## src/rtl/dcache_pkg.sv

```systemverilog
// dcache_pkg: shared definitions for the data cache controller.
//   - FSM state encoding (IDLE / WRITEBACK / REFILL)
//   - address field widths and the default geometry
//   - address slice helpers; callers zero-extend the address to ADDR_MAX_W
//     and size-cast the result to their own field width.
package dcache_pkg;

    typedef enum logic [1:0] {
        IDLE      = 2'd0,
        WRITEBACK = 2'd1,
        REFILL    = 2'd2
    } state_e;

    localparam int OFFSET_W      = 5;   // 32-byte line
    localparam int WORD_SEL_W    = 3;   // 8 words per line
    localparam int WORD_W        = 32;
    localparam int DEF_NUM_LINES = 16;
    localparam int DEF_INDEX_W   = $clog2(DEF_NUM_LINES);
    localparam int ADDR_MAX_W    = 64;

    function automatic logic [WORD_SEL_W-1:0] addr_word(input logic [ADDR_MAX_W-1:0] addr);
        return addr[OFFSET_W-1:2];
    endfunction

    function automatic logic [ADDR_MAX_W-1:0] addr_index(input logic [ADDR_MAX_W-1:0] addr,
                                                         input int index_w);
        return (addr >> OFFSET_W) & ((64'd1 << index_w) - 64'd1);
    endfunction

    function automatic logic [ADDR_MAX_W-1:0] addr_tag(input logic [ADDR_MAX_W-1:0] addr,
                                                       input int index_w);
        return addr >> (OFFSET_W + index_w);
    endfunction

endpackage

```

## src/rtl/dcache_sram.sv

```systemverilog
// dcache_sram: tag / valid / dirty / data storage for the direct-mapped cache.
// Asynchronous read at idx_i, synchronous writes at idx_i.
// Ports:
//   clk_i, rst_i             clock, async active-high reset (clears valid/dirty only)
//   idx_i                    line index for read and write
//   tag_o/valid_o/dirty_o    selected line status
//   line_o                   selected line data
//   word_we_i/word_sel_i/word_i   store-hit word write; marks the line dirty
//   fill_we_i/fill_tag_i/fill_line_i  refill: whole line + tag, valid=1, dirty=0
module dcache_sram
    import dcache_pkg::*;
#(
    parameter int NUM_LINES = DEF_NUM_LINES,
    parameter int INDEX_W   = DEF_INDEX_W,
    parameter int TAG_W     = 23,
    parameter int LINE_W    = 256
) (
    input  logic                  clk_i,
    input  logic                  rst_i,
    input  logic [INDEX_W-1:0]    idx_i,
    output logic [TAG_W-1:0]      tag_o,
    output logic                  valid_o,
    output logic                  dirty_o,
    output logic [LINE_W-1:0]     line_o,
    input  logic                  word_we_i,
    input  logic [WORD_SEL_W-1:0] word_sel_i,
    input  logic [WORD_W-1:0]     word_i,
    input  logic                  fill_we_i,
    input  logic [TAG_W-1:0]      fill_tag_i,
    input  logic [LINE_W-1:0]     fill_line_i
);

    logic [TAG_W-1:0]     tag_q  [NUM_LINES];
    logic [LINE_W-1:0]    data_q [NUM_LINES];
    logic [NUM_LINES-1:0] valid_q;
    logic [NUM_LINES-1:0] dirty_q;

    assign tag_o   = tag_q[idx_i];
    assign line_o  = data_q[idx_i];
    assign valid_o = valid_q[idx_i];
    assign dirty_o = dirty_q[idx_i];

    // Status bits: the only state touched by reset, so a reset drops every
    // line (dirty contents included) without any write-back.
    always_ff @(posedge clk_i or posedge rst_i) begin
        if (rst_i) begin
            valid_q <= '0;
            dirty_q <= '0;
        end else if (fill_we_i) begin
            valid_q[idx_i] <= 1'b1;
            dirty_q[idx_i] <= 1'b0;
        end else if (word_we_i) begin
            dirty_q[idx_i] <= 1'b1;
        end
    end

    // Tag and data arrays carry no reset.
    always_ff @(posedge clk_i) begin
        if (fill_we_i) begin
            tag_q[idx_i]  <= fill_tag_i;
            data_q[idx_i] <= fill_line_i;
        end else if (word_we_i) begin
            data_q[idx_i][{word_sel_i, 5'b0} +: WORD_W] <= word_i;
        end
    end

endmodule

```

## src/rtl/dcache_ctrl.sv

```systemverilog
// dcache_ctrl: direct-mapped, write-back, write-allocate data cache controller
// sitting between the MEM stage and off-chip data memory.
// Optional macro DCACHE_PERF_CNT_EN adds saturating hit/miss counters.
// Ports:
//   clk_i, rst_i        clock, async active-high reset
//   cpu_req_i/we_i      MEM-stage access valid / store
//   cpu_addr_i/wdata_i  word-aligned byte address / store data
//   cpu_rdata_o         load data (zero-latency on a hit)
//   cpu_stall_o         pipeline freeze while a miss is serviced
//   mem_req_o/we_o      line request / 1 = write-back, 0 = fetch
//   mem_addr_o          line-aligned address
//   mem_wdata_o         victim line during write-back
//   mem_rdata_i         refill line, valid with mem_ack_i
//   mem_ack_i           single-cycle completion pulse
//   hit_cnt_o/miss_cnt_o  (DCACHE_PERF_CNT_EN only) performance counters
module dcache_ctrl
    import dcache_pkg::*;
#(
    parameter int NUM_LINES = DEF_NUM_LINES,
    parameter int LINE_W    = 256,
    parameter int ADDR_W    = 32
) (
    input  logic              clk_i,
    input  logic              rst_i,
    input  logic              cpu_req_i,
    input  logic              cpu_we_i,
    input  logic [ADDR_W-1:0] cpu_addr_i,
    input  logic [31:0]       cpu_wdata_i,
    output logic [31:0]       cpu_rdata_o,
    output logic              cpu_stall_o,
    output logic              mem_req_o,
    output logic              mem_we_o,
    output logic [ADDR_W-1:0] mem_addr_o,
    output logic [LINE_W-1:0] mem_wdata_o,
    input  logic [LINE_W-1:0] mem_rdata_i,
    input  logic              mem_ack_i
`ifdef DCACHE_PERF_CNT_EN
    ,
    output logic [31:0]       hit_cnt_o,
    output logic [31:0]       miss_cnt_o
`endif
);

    localparam int INDEX_W = $clog2(NUM_LINES);
    localparam int TAG_W   = ADDR_W - OFFSET_W - INDEX_W;

    state_e                state_q, state_d;
    logic [ADDR_W-1:0]     miss_addr_q;
    logic [INDEX_W-1:0]    cpu_idx, miss_idx, arr_idx;
    logic [TAG_W-1:0]      cpu_tag, miss_tag, arr_tag;
    logic [WORD_SEL_W-1:0] cpu_word;
    logic                  arr_valid, arr_dirty;
    logic [LINE_W-1:0]     arr_line;
    logic                  lookup, hit, miss;
    logic                  word_we, fill_we;

    assign cpu_idx  = INDEX_W'(addr_index(ADDR_MAX_W'(cpu_addr_i), INDEX_W));
    assign cpu_tag  = TAG_W'(addr_tag(ADDR_MAX_W'(cpu_addr_i), INDEX_W));
    assign cpu_word = addr_word(ADDR_MAX_W'(cpu_addr_i));
    assign miss_idx = INDEX_W'(addr_index(ADDR_MAX_W'(miss_addr_q), INDEX_W));
    assign miss_tag = TAG_W'(addr_tag(ADDR_MAX_W'(miss_addr_q), INDEX_W));

    // The miss is serviced from the latched address, so the transaction
    // still completes and installs the right line if the CPU drops its
    // request mid-miss.
    assign arr_idx = (state_q == IDLE) ? cpu_idx : miss_idx;

    dcache_sram #(
        .NUM_LINES (NUM_LINES),
        .INDEX_W   (INDEX_W),
        .TAG_W     (TAG_W),
        .LINE_W    (LINE_W)
    ) u_sram (
        .clk_i       (clk_i),
        .rst_i       (rst_i),
        .idx_i       (arr_idx),
        .tag_o       (arr_tag),
        .valid_o     (arr_valid),
        .dirty_o     (arr_dirty),
        .line_o      (arr_line),
        .word_we_i   (word_we),
        .word_sel_i  (cpu_word),
        .word_i      (cpu_wdata_i),
        .fill_we_i   (fill_we),
        .fill_tag_i  (miss_tag),
        .fill_line_i (mem_rdata_i)
    );

    assign lookup = (state_q == IDLE) && cpu_req_i;
    assign hit    = arr_valid && (arr_tag == cpu_tag);
    assign miss   = lookup && !hit;

    // State register
    always_ff @(posedge clk_i or posedge rst_i) begin
        if (rst_i) state_q <= IDLE;
        else       state_q <= state_d;
    end

    always_ff @(posedge clk_i or posedge rst_i) begin
        if (rst_i)     miss_addr_q <= '0;
        else if (miss) miss_addr_q <= cpu_addr_i;
    end

    // Next-state logic
    always_comb begin
        state_d = state_q;
        unique case (state_q)
            IDLE:      if (miss) state_d = (arr_valid && arr_dirty) ? WRITEBACK : REFILL;
            WRITEBACK: if (mem_ack_i) state_d = REFILL;
            REFILL:    if (mem_ack_i) state_d = IDLE;
            default:   state_d = IDLE;
        endcase
    end

    // Output logic
    always_comb begin
        cpu_stall_o = 1'b0;
        cpu_rdata_o = '0;
        mem_req_o   = 1'b0;
        mem_we_o    = 1'b0;
        mem_addr_o  = '0;
        mem_wdata_o = '0;
        word_we     = 1'b0;
        fill_we     = 1'b0;
        unique case (state_q)
            IDLE: begin
                cpu_stall_o = miss;
                if (lookup && hit && !cpu_we_i) cpu_rdata_o = arr_line[{cpu_word, 5'b0} +: 32];
                word_we = lookup && hit && cpu_we_i;
            end
            WRITEBACK: begin
                // Array is untouched during write-back, so victim tag/line
                // read straight from it are stable until the ack.
                cpu_stall_o = 1'b1;
                mem_req_o   = 1'b1;
                mem_we_o    = 1'b1;
                mem_addr_o  = {arr_tag, miss_idx, {OFFSET_W{1'b0}}};
                mem_wdata_o = arr_line;
            end
            REFILL: begin
                cpu_stall_o = 1'b1;
                mem_req_o   = 1'b1;
                mem_addr_o  = {miss_tag, miss_idx, {OFFSET_W{1'b0}}};
                fill_we     = mem_ack_i;
            end
            default: ;
        endcase
    end

`ifdef DCACHE_PERF_CNT_EN
    logic        refill_done_q;
    logic [31:0] hit_cnt_q, miss_cnt_q;

    // The first IDLE cycle after a refill is the replay of the missed
    // access; it must not count as a hit.
    always_ff @(posedge clk_i or posedge rst_i) begin
        if (rst_i) begin
            refill_done_q <= 1'b0;
            hit_cnt_q     <= '0;
            miss_cnt_q    <= '0;
        end else begin
            refill_done_q <= (state_q == REFILL) && mem_ack_i;
            if (lookup && hit && !refill_done_q && (hit_cnt_q != 32'hFFFF_FFFF))
                hit_cnt_q <= hit_cnt_q + 32'd1;
            if (miss && (miss_cnt_q != 32'hFFFF_FFFF))
                miss_cnt_q <= miss_cnt_q + 32'd1;
        end
    end

    assign hit_cnt_o  = hit_cnt_q;
    assign miss_cnt_o = miss_cnt_q;
`endif

endmodule

```

## config.mk

```make
export PLATFORM = sky130hd
export DESIGN_NAME = dcache_ctrl
export DESIGN_NICKNAME = d
export VERILOG_FILES = /design/src/rtl/dcache_pkg.sv /design/src/rtl/dcache_sram.sv /design/src/rtl/dcache_ctrl.sv
export SDC_FILE = /design/constraint.sdc
export NUM_CORES = 2
export LEC_CHECK = 0
export ABC_AREA = 1
export BUFFER_PORTS_ARGS = -buffer_cell sky130_fd_sc_hd__buf_4
export CAP_MARGIN = 20
export CELL_PAD_IN_SITES_DETAIL_PLACEMENT = 1
export CELL_PAD_IN_SITES_GLOBAL_PLACEMENT = 1
export CORE_MARGIN = 3
export CORE_UTILIZATION = 30
export CTS_BUF_LIST = sky130_fd_sc_hd__clkbuf_4 sky130_fd_sc_hd__clkbuf_8
export DETAILED_ROUTE_END_ITERATION = 10
export GPL_ROUTABILITY_DRIVEN = 0
export PLACE_DENSITY_LB_ADDON = 0.1
export SETUP_SLACK_MARGIN = 0.5
export SLEW_MARGIN = 20
export SYNTH_ARGS = -nofsm -noshare
export SYNTH_HDL_FRONTEND = slang
export SYNTH_MEMORY_MAX_BITS = 65536
export SYNTH_SLANG_ARGS = --single-unit
```

## constraint.sdc

```tcl
create_clock -name clk_i -period 5.6 [get_ports clk_i]
set_input_delay 1.4 -clock clk_i [delete_from_list [all_inputs] [get_ports clk_i]]
set_output_delay 1.4 -clock clk_i [all_outputs]
set_load 0.05 [all_outputs]
```

# Word-level counts from Yosys, hierarchy flattened
# Memory sizes are Yosys's and may differ from the RTL's.
# Index checks and enable logic that the tools add are counted.
word_totals:
  in_bits: 325
  reg_bits: 66
  elab_cells: 576
  memories: 2
  ram_bits: 4464
classes:
  eq_ne: 6
  n_reduce_logical: 14
  n_mux: 284
  shifts: 3
  addsub: 1
  bitwise_logic: 260
  n_lt_le_gt_ge: 2
mem_list:
  columns: ["memory", "words", "word_bits", "read_ports", "rd_ports_with_merged_regs", "wr", "line_no", "source"]
  rows:
  - ["u_sram.data_q", 16, 256, 1, 0, 1, "dcache_sram.sv:34", "logic [LINE_W-1:0] data_q [NUM_LINES];"]
  - ["u_sram.tag_q", 16, 23, 1, 0, 1, "dcache_sram.sv:33", "logic [TAG_W-1:0] tag_q [NUM_LINES];"]
ops:
  columns: ["op", "n"]
  rows:
  - ["$mux 256", 2]
  - ["$mux 1", 267]
  - ["$or 1x1->1", 256]
  - ["$shift 32x10->256 const A", 1]
  - ["$shiftx 256x9->32", 1]
  - ["$shiftx 32x10->256", 1]
  - ["$mux 32", 2]
  - ["$pmux 32 s2", 1]
  - ["$mux 16", 2]
  - ["$or 16x16->16", 2]
  - ["$eq 23x23->1", 1]
  - ["$and 16x16->16", 1]
  - ["$not 16->16", 1]
  - ["$neg 8->10", 1]
  - ["$bmux 1 s4", 2]
  - ["$logic_and 1x1->1", 8]
  - ["$mux 2", 4]
  - ["$ne 2x2->1 const B", 3]
  - ["$pmux 2 s3", 1]
  - ["$lt 4x5->1 const B", 1]
  - ["$demux 1 s4", 1]
  - ["$ge 4x1->1 const B", 1]
  - ["$mux 4", 1]
  - ["$reduce_and 3->1", 1]
  - ["other kinds (7)", 8]

# Longest topological paths before layout
depth:
  word_depth: 12
  ltp_mapped: 30
  depth_no_buf: 25

# Cells and area by module
# From an unflattened synthesis, not the netlist that was laid out.
unflattened:
  hier_cells: 20642
  hier_area_um2: 198242.6
modules_own_cells:
  columns: ["module", "instances", "area_per_inst_um2", "seq_area_each_um2", "cells_each"]
  rows:
  - ["dcache_sram", 1, 191638.8, 134849.3, 19243]
  - ["dcache_ctrl", 1, 6603.8, 725.7, 1399]

# Worst setup path after synthesis
# Ideal clock, no wire load.
synth_timing:
  path_type: "input-to-output"
  startpoint: "input cpu_addr_i[5]"
  endpoint: "output cpu_rdata_o[25]"
  setup_slack_ps: -278
  arrival_time_ps: 4478
  stages: 16
  n_path_buf: 5
  path_cell_list: "nand2_2 > nand2_4 > buf_6 > buf_4 > buf_6 > nand2_1 > clkbuf_1 > clkbuf_1 > o22ai_1 > o21ai_0 > nand2_1 > o31ai_1 > nand3_1 > nand2_1 > nand2_1 > nor3_1"
synth_between:
  elab_chain_len: 8
synth_lines:
  columns: ["item", "line_no", "source"]
  rows:
  - ["start: declaration", "dcache_ctrl.sv:27", "input logic [ADDR_W-1:0] cpu_addr_i,"]
  - ["$mux 4 *", "dcache_ctrl.sv:66", "assign arr_idx = (state_q == IDLE) ? cpu_idx : miss_idx;"]
  - ["parallel branches: the longest is 5 deep, another holds $mem_v2 16x256", null, null]
  - ["$mux 32 *", "dcache_ctrl.sv:128", "if (lookup && hit && !cpu_we_i) cpu_rdata_o = arr_line[{cpu_word, 5'b0} +: 32];"]
  - ["$mux 32 *", "dcache_ctrl.sv:125", "unique case (state_q)"]
  - ["end: declaration", "dcache_ctrl.sv:29", "output logic [31:0] cpu_rdata_o,"]
# Every way passes the cells marked *. The select of a mux whose other input is x is not followed.

# Final worst setup path
layout_timing:
  startpoint: "register state_q[1]"
  endpoint: "output cpu_rdata_o[23]"
layout_between:
  elab_chain_len: 9
layout_lines:
  columns: ["item", "line_no", "source"]
  rows:
  - ["start: declaration", "dcache_ctrl.sv:47", "state_e state_q, state_d;"]
  - ["start signal: assignment", "dcache_ctrl.sv:96", "else state_q <= state_d;"]
  - ["$logic_not 2->1 *", "dcache_ctrl.sv:66, dcache_ctrl.sv:89, dcache_ctrl.sv:125", null]
  - ["parallel branches: the longest is 7 deep, another holds $mem_v2 16x256", null, null]
  - ["$mux 32 *", "dcache_ctrl.sv:125", null]
# Marks and branches as above.

==> impl_results.md <==
* Worst-Skew Late Latency at 1.35 ns
* Max-slew violations at 0
* Status: finished with violations
* Async SR Flop Fraction at 1.348%
* RSZ-0062 raised after global routing: yes
* I/O Buffers at 640
* Drt first pass iters at 5
* CTS tree: done
* Fin. Hold Viols at 0
* Initial DRC count at 14600
* Number of synthesized flops with an enable pin at 4464
* Max_slew headroom at 18.40%
* Global route overflow at 0
* Post-Synth Simple-Gate Area at 8.040%
* Slew @ Worst Pin at 1.224 ns
* Initial antenna violation count at 68
* R2R Setup Slk at 0.68 ns
* Critical Path Start Type: flop
* Critical Path Stages at 22
* Via-to-Cell Ratio at 5.418
* Peak VDD IR at 0.0002667 V
* Crit path time final at 6.805 ns
* Max_cap viols at 0
* Root Driver: clkbuf_8
* CP peak stage delay at 0.54 ns
* Largest net degree at the start of global routing at 129
* Worst reg2reg endpoint: u_sram.data_q[9][184]
* Worst-path maximum fanout at 6
* Reg2reg start: state_q[1]
* Synth Area in Compound Gates at 11.50%
* Fillers at 59325
* Hold_buf cts at 0
* Critical Path End: cpu_rdata_o[23]
* Layout cell share with drive strength beyond 1 at 31.60%
* Antenna-violating nets left at 0
* Critical path arrival at 5.41 ns
* Syn Area/Cell at 13.82 µm²
* CTS sink count at 4525
* DIE AREA at 594800 µm²
* Tot GR Track Use at 26.93%
* Main combinational cell family by area after synthesis: compound AO/OA/AOI/OAI gates
* Die W at 771.2 µm
* Critical Path Start: state_q[1]
* WP buf/inv at 11
* Boundary Pins at 648
* Seq/Total Area, Yosys at 77.18%
* Final setup vio count at 283
* Nets@finish at 16218
* Synth-to-Final Area Change at 36.39%
* Critical path type: reg2out
* Placement Setup Slack at -1.316 ns
* Mapped Area at 175700 µm²
* Mux contribution to synthesized area at 0%
* Synth Register Bits at 4525
* XOR/XNOR Fraction of Synth Area at 0%
* DP Wirelength at 556000 µm
* Worst-path cell chain: inv_2, ha_4, buf_12, o21ai_4, buf_12, buf_12, nor2_4, bufinv_16, buf_16, buf_16, buf_4, buf_4, o22ai_1, o21ai_0, nand2_1, o31ai_2, nand3_1, nand2_1, nand2_1, nor3_4, buf_12, buf_6
* R2r worst-path depth at 33
* Fin Clk Skew at 0.09806 ns
* CTS Buf Count at 784
* Failing checks: setup timing
* Clock Pin Slew Worst Setup and Hold Paths at 0.06 ns
* Synth warn at 0
* Period utilization at 121.5%
* Die Ht at 771.2 µm
* Clock H-tree levels at 6
* Cells after synthesis at 12713
* Worst Setup End Kind: primary output
* Vias at 131611
* Drt drc at 0
* Post-synth cell types at 36
* Core area at 582600 µm²
* Hold WC Path Type: in2async
* Rows at 280
* Final worst slack at -1.205 ns
* Initial Utilization at 30.15%
* Layout Utilization at 41.12%
* Routed len/inst at 34.83 µm
* First-pass GRT wire length at 1108000 µm
* Critical path's most frequent cell: buf_12
* Fmax at 147.0 MHz
* Post-Synth Adder-Cell Area at 0.06410%
* Family with the most delay on the worst path: buffers and inverters
* PD cells at 569.7 nW/µm²
* CP required at 4.20 ns
* Routed wire length at 846200 µm
* Most used flip-flop cell after synthesis: edfxtp_1
* Leak at 86.71 nW
* Number of global-route vias before repair at 130517
* Slowest stage cell, crit path: o31ai_2
* Maximum root-to-sink buffer count at 4
## per-stage QoR
stage / instances / hold slack, ns / area [µm²] / total power [mW] / setup TNS (ns)
after global placement: 22430 / 0.4430 / 214500 / 95.03 / -236.18
after global routing: 24273 / 0.1911 / 239500 / 141.2 / -199.21
after detailed placement: 22430 / 0.4492 / 214500 / 95.56 / -299.20
after floorplan: 12717 / 0.4275 / 177300 / 61.89 / 0
final: 24292 / 0.2398 / 239600 / 136.5 / -154.30
after CTS: 23980 / 0.08152 / 233700 / 130.5 / -205.06
## sequential cells by signal, summed over array words and instances, names as in the netlist, named ones only
| signal | count |
|---|---|
| u_sram.tag_q | 368 |
| miss_addr_q | 27 |
| u_sram.valid_q | 16 |
| state_q | 2 |
| u_sram.data_q | 4096 |
## kinds of logic (layout without fill, tap and decap cells)
family | Yosys count | in the layout
DFF | 4525 | 4525
AOI/OAI and AO/OA | 3476 | 3476
and+or+nand+nor | 3303 | 3306
buffers and inverters | 1399 | 5194
adders and majority gates | 9 | 9
other | 1 | 27
## cells in the final DEF, fill, tap and decap left out, drive strengths merged
cell type	synthesis	layout
ha	9	9
clkbuf	589	1110
conb	1	5
nand4	340	340
a31oi	29	29
dfrtp	61	61
nor3	242	242
bufinv	0	15
buf	295	3186
or2	13	13
nand3b	20	20
a21oi	94	94
o21bai	8	8
o22ai	2056	2056
o21ai	1254	1254
nand2	2231	2234
o31ai	35	35
inv	507	538
bufbuf	0	20
edfxtp	4464	4464
diode	0	22
clkinv	8	305
and3	1	1
clkinvlp	0	20
nand3	94	94
nor2	362	362
## synth_stat cells, types with 13 or more instances
library cell | instances | share of area, %
nand3_1 | 93 | 0.26
nor2_1 | 357 | 0.76
o21ai_1 | 27 | 0.077
nand2_1 | 2225 | 4.8
o31ai_1 | 35 | 0.15
inv_1 | 502 | 1.1
edfxtp_1 | 4464 | 76
dfrtp_1 | 61 | 0.87
or2_2 | 13 | 0.046
nor3_1 | 215 | 0.61
buf_2 | 163 | 0.46
a31oi_1 | 29 | 0.10
buf_4 | 16 | 0.068
o21ai_0 | 1227 | 3.5
clkbuf_1 | 589 | 1.3
o22ai_1 | 2056 | 7.3
buf_1 | 99 | 0.21
a21oi_1 | 94 | 0.27
nor3_2 | 27 | 0.15
nand4_1 | 331 | 1.2
buf_6 | 17 | 0.11
nand3b_1 | 20 | 0.085
## area by class of cell
cell class,count,area (µm²),share of cell area (%)
sequential,4525,135600,56.59
timing repair buffer,3258,38930,16.25
multi-input combinational,6796,37950,15.84
clock buffer,1058,12930,5.396
tap,7755,9703,4.050
clock inverter,359,2351,0.9813
inverter,515,2048,0.8549
antenna,22,55.05,0.02298
timing repair inverter,4,40.04,0.01671
## what timing repair did
action	CTS	global route
gates cloned	49	57
gates resized for setup	472	859
buffers inserted	84	233
pin swaps	95	267
endpoints found under the setup margin	842	1775
## routing by layer
layer  vias to the layer above  share of wire (%)  global-route usage (%)
li1                      55267                  -                       -
met1                     69372                 42                   36.79
met2                      5688                 46                   42.89
met3                      1266                7.1                   3.918
met4                        18                5.0                   11.57
met5                         -              0.015                       0
## worst min-delay path by stage
stage                       startpoint                 end  slack, ns  cells after the start
floorplan           u_sram.valid_q[10]  u_sram.valid_q[10]       0.43                      2
global placement    u_sram.valid_q[10]  u_sram.valid_q[10]       0.44                      2
detailed placement  u_sram.valid_q[14]  u_sram.valid_q[14]       0.45                      2
CTS                              rst_i     miss_addr_q[13]       0.08                      2
global route                     rst_i     miss_addr_q[13]       0.19                      2
finish                           rst_i     miss_addr_q[13]       0.24                      2
## power breakdown
| part | switching, mW | internal [mW] | total (mW) |
|---|---|---|---|
| Clock | 14.4 | 15.7 | 30.1 |
| Sequential | 0.799 | 39.6 | 40.4 |
| Combinational | 39.7 | 26.3 | 66.0 |
Note: power is estimated with default switching activity, not from simulation.
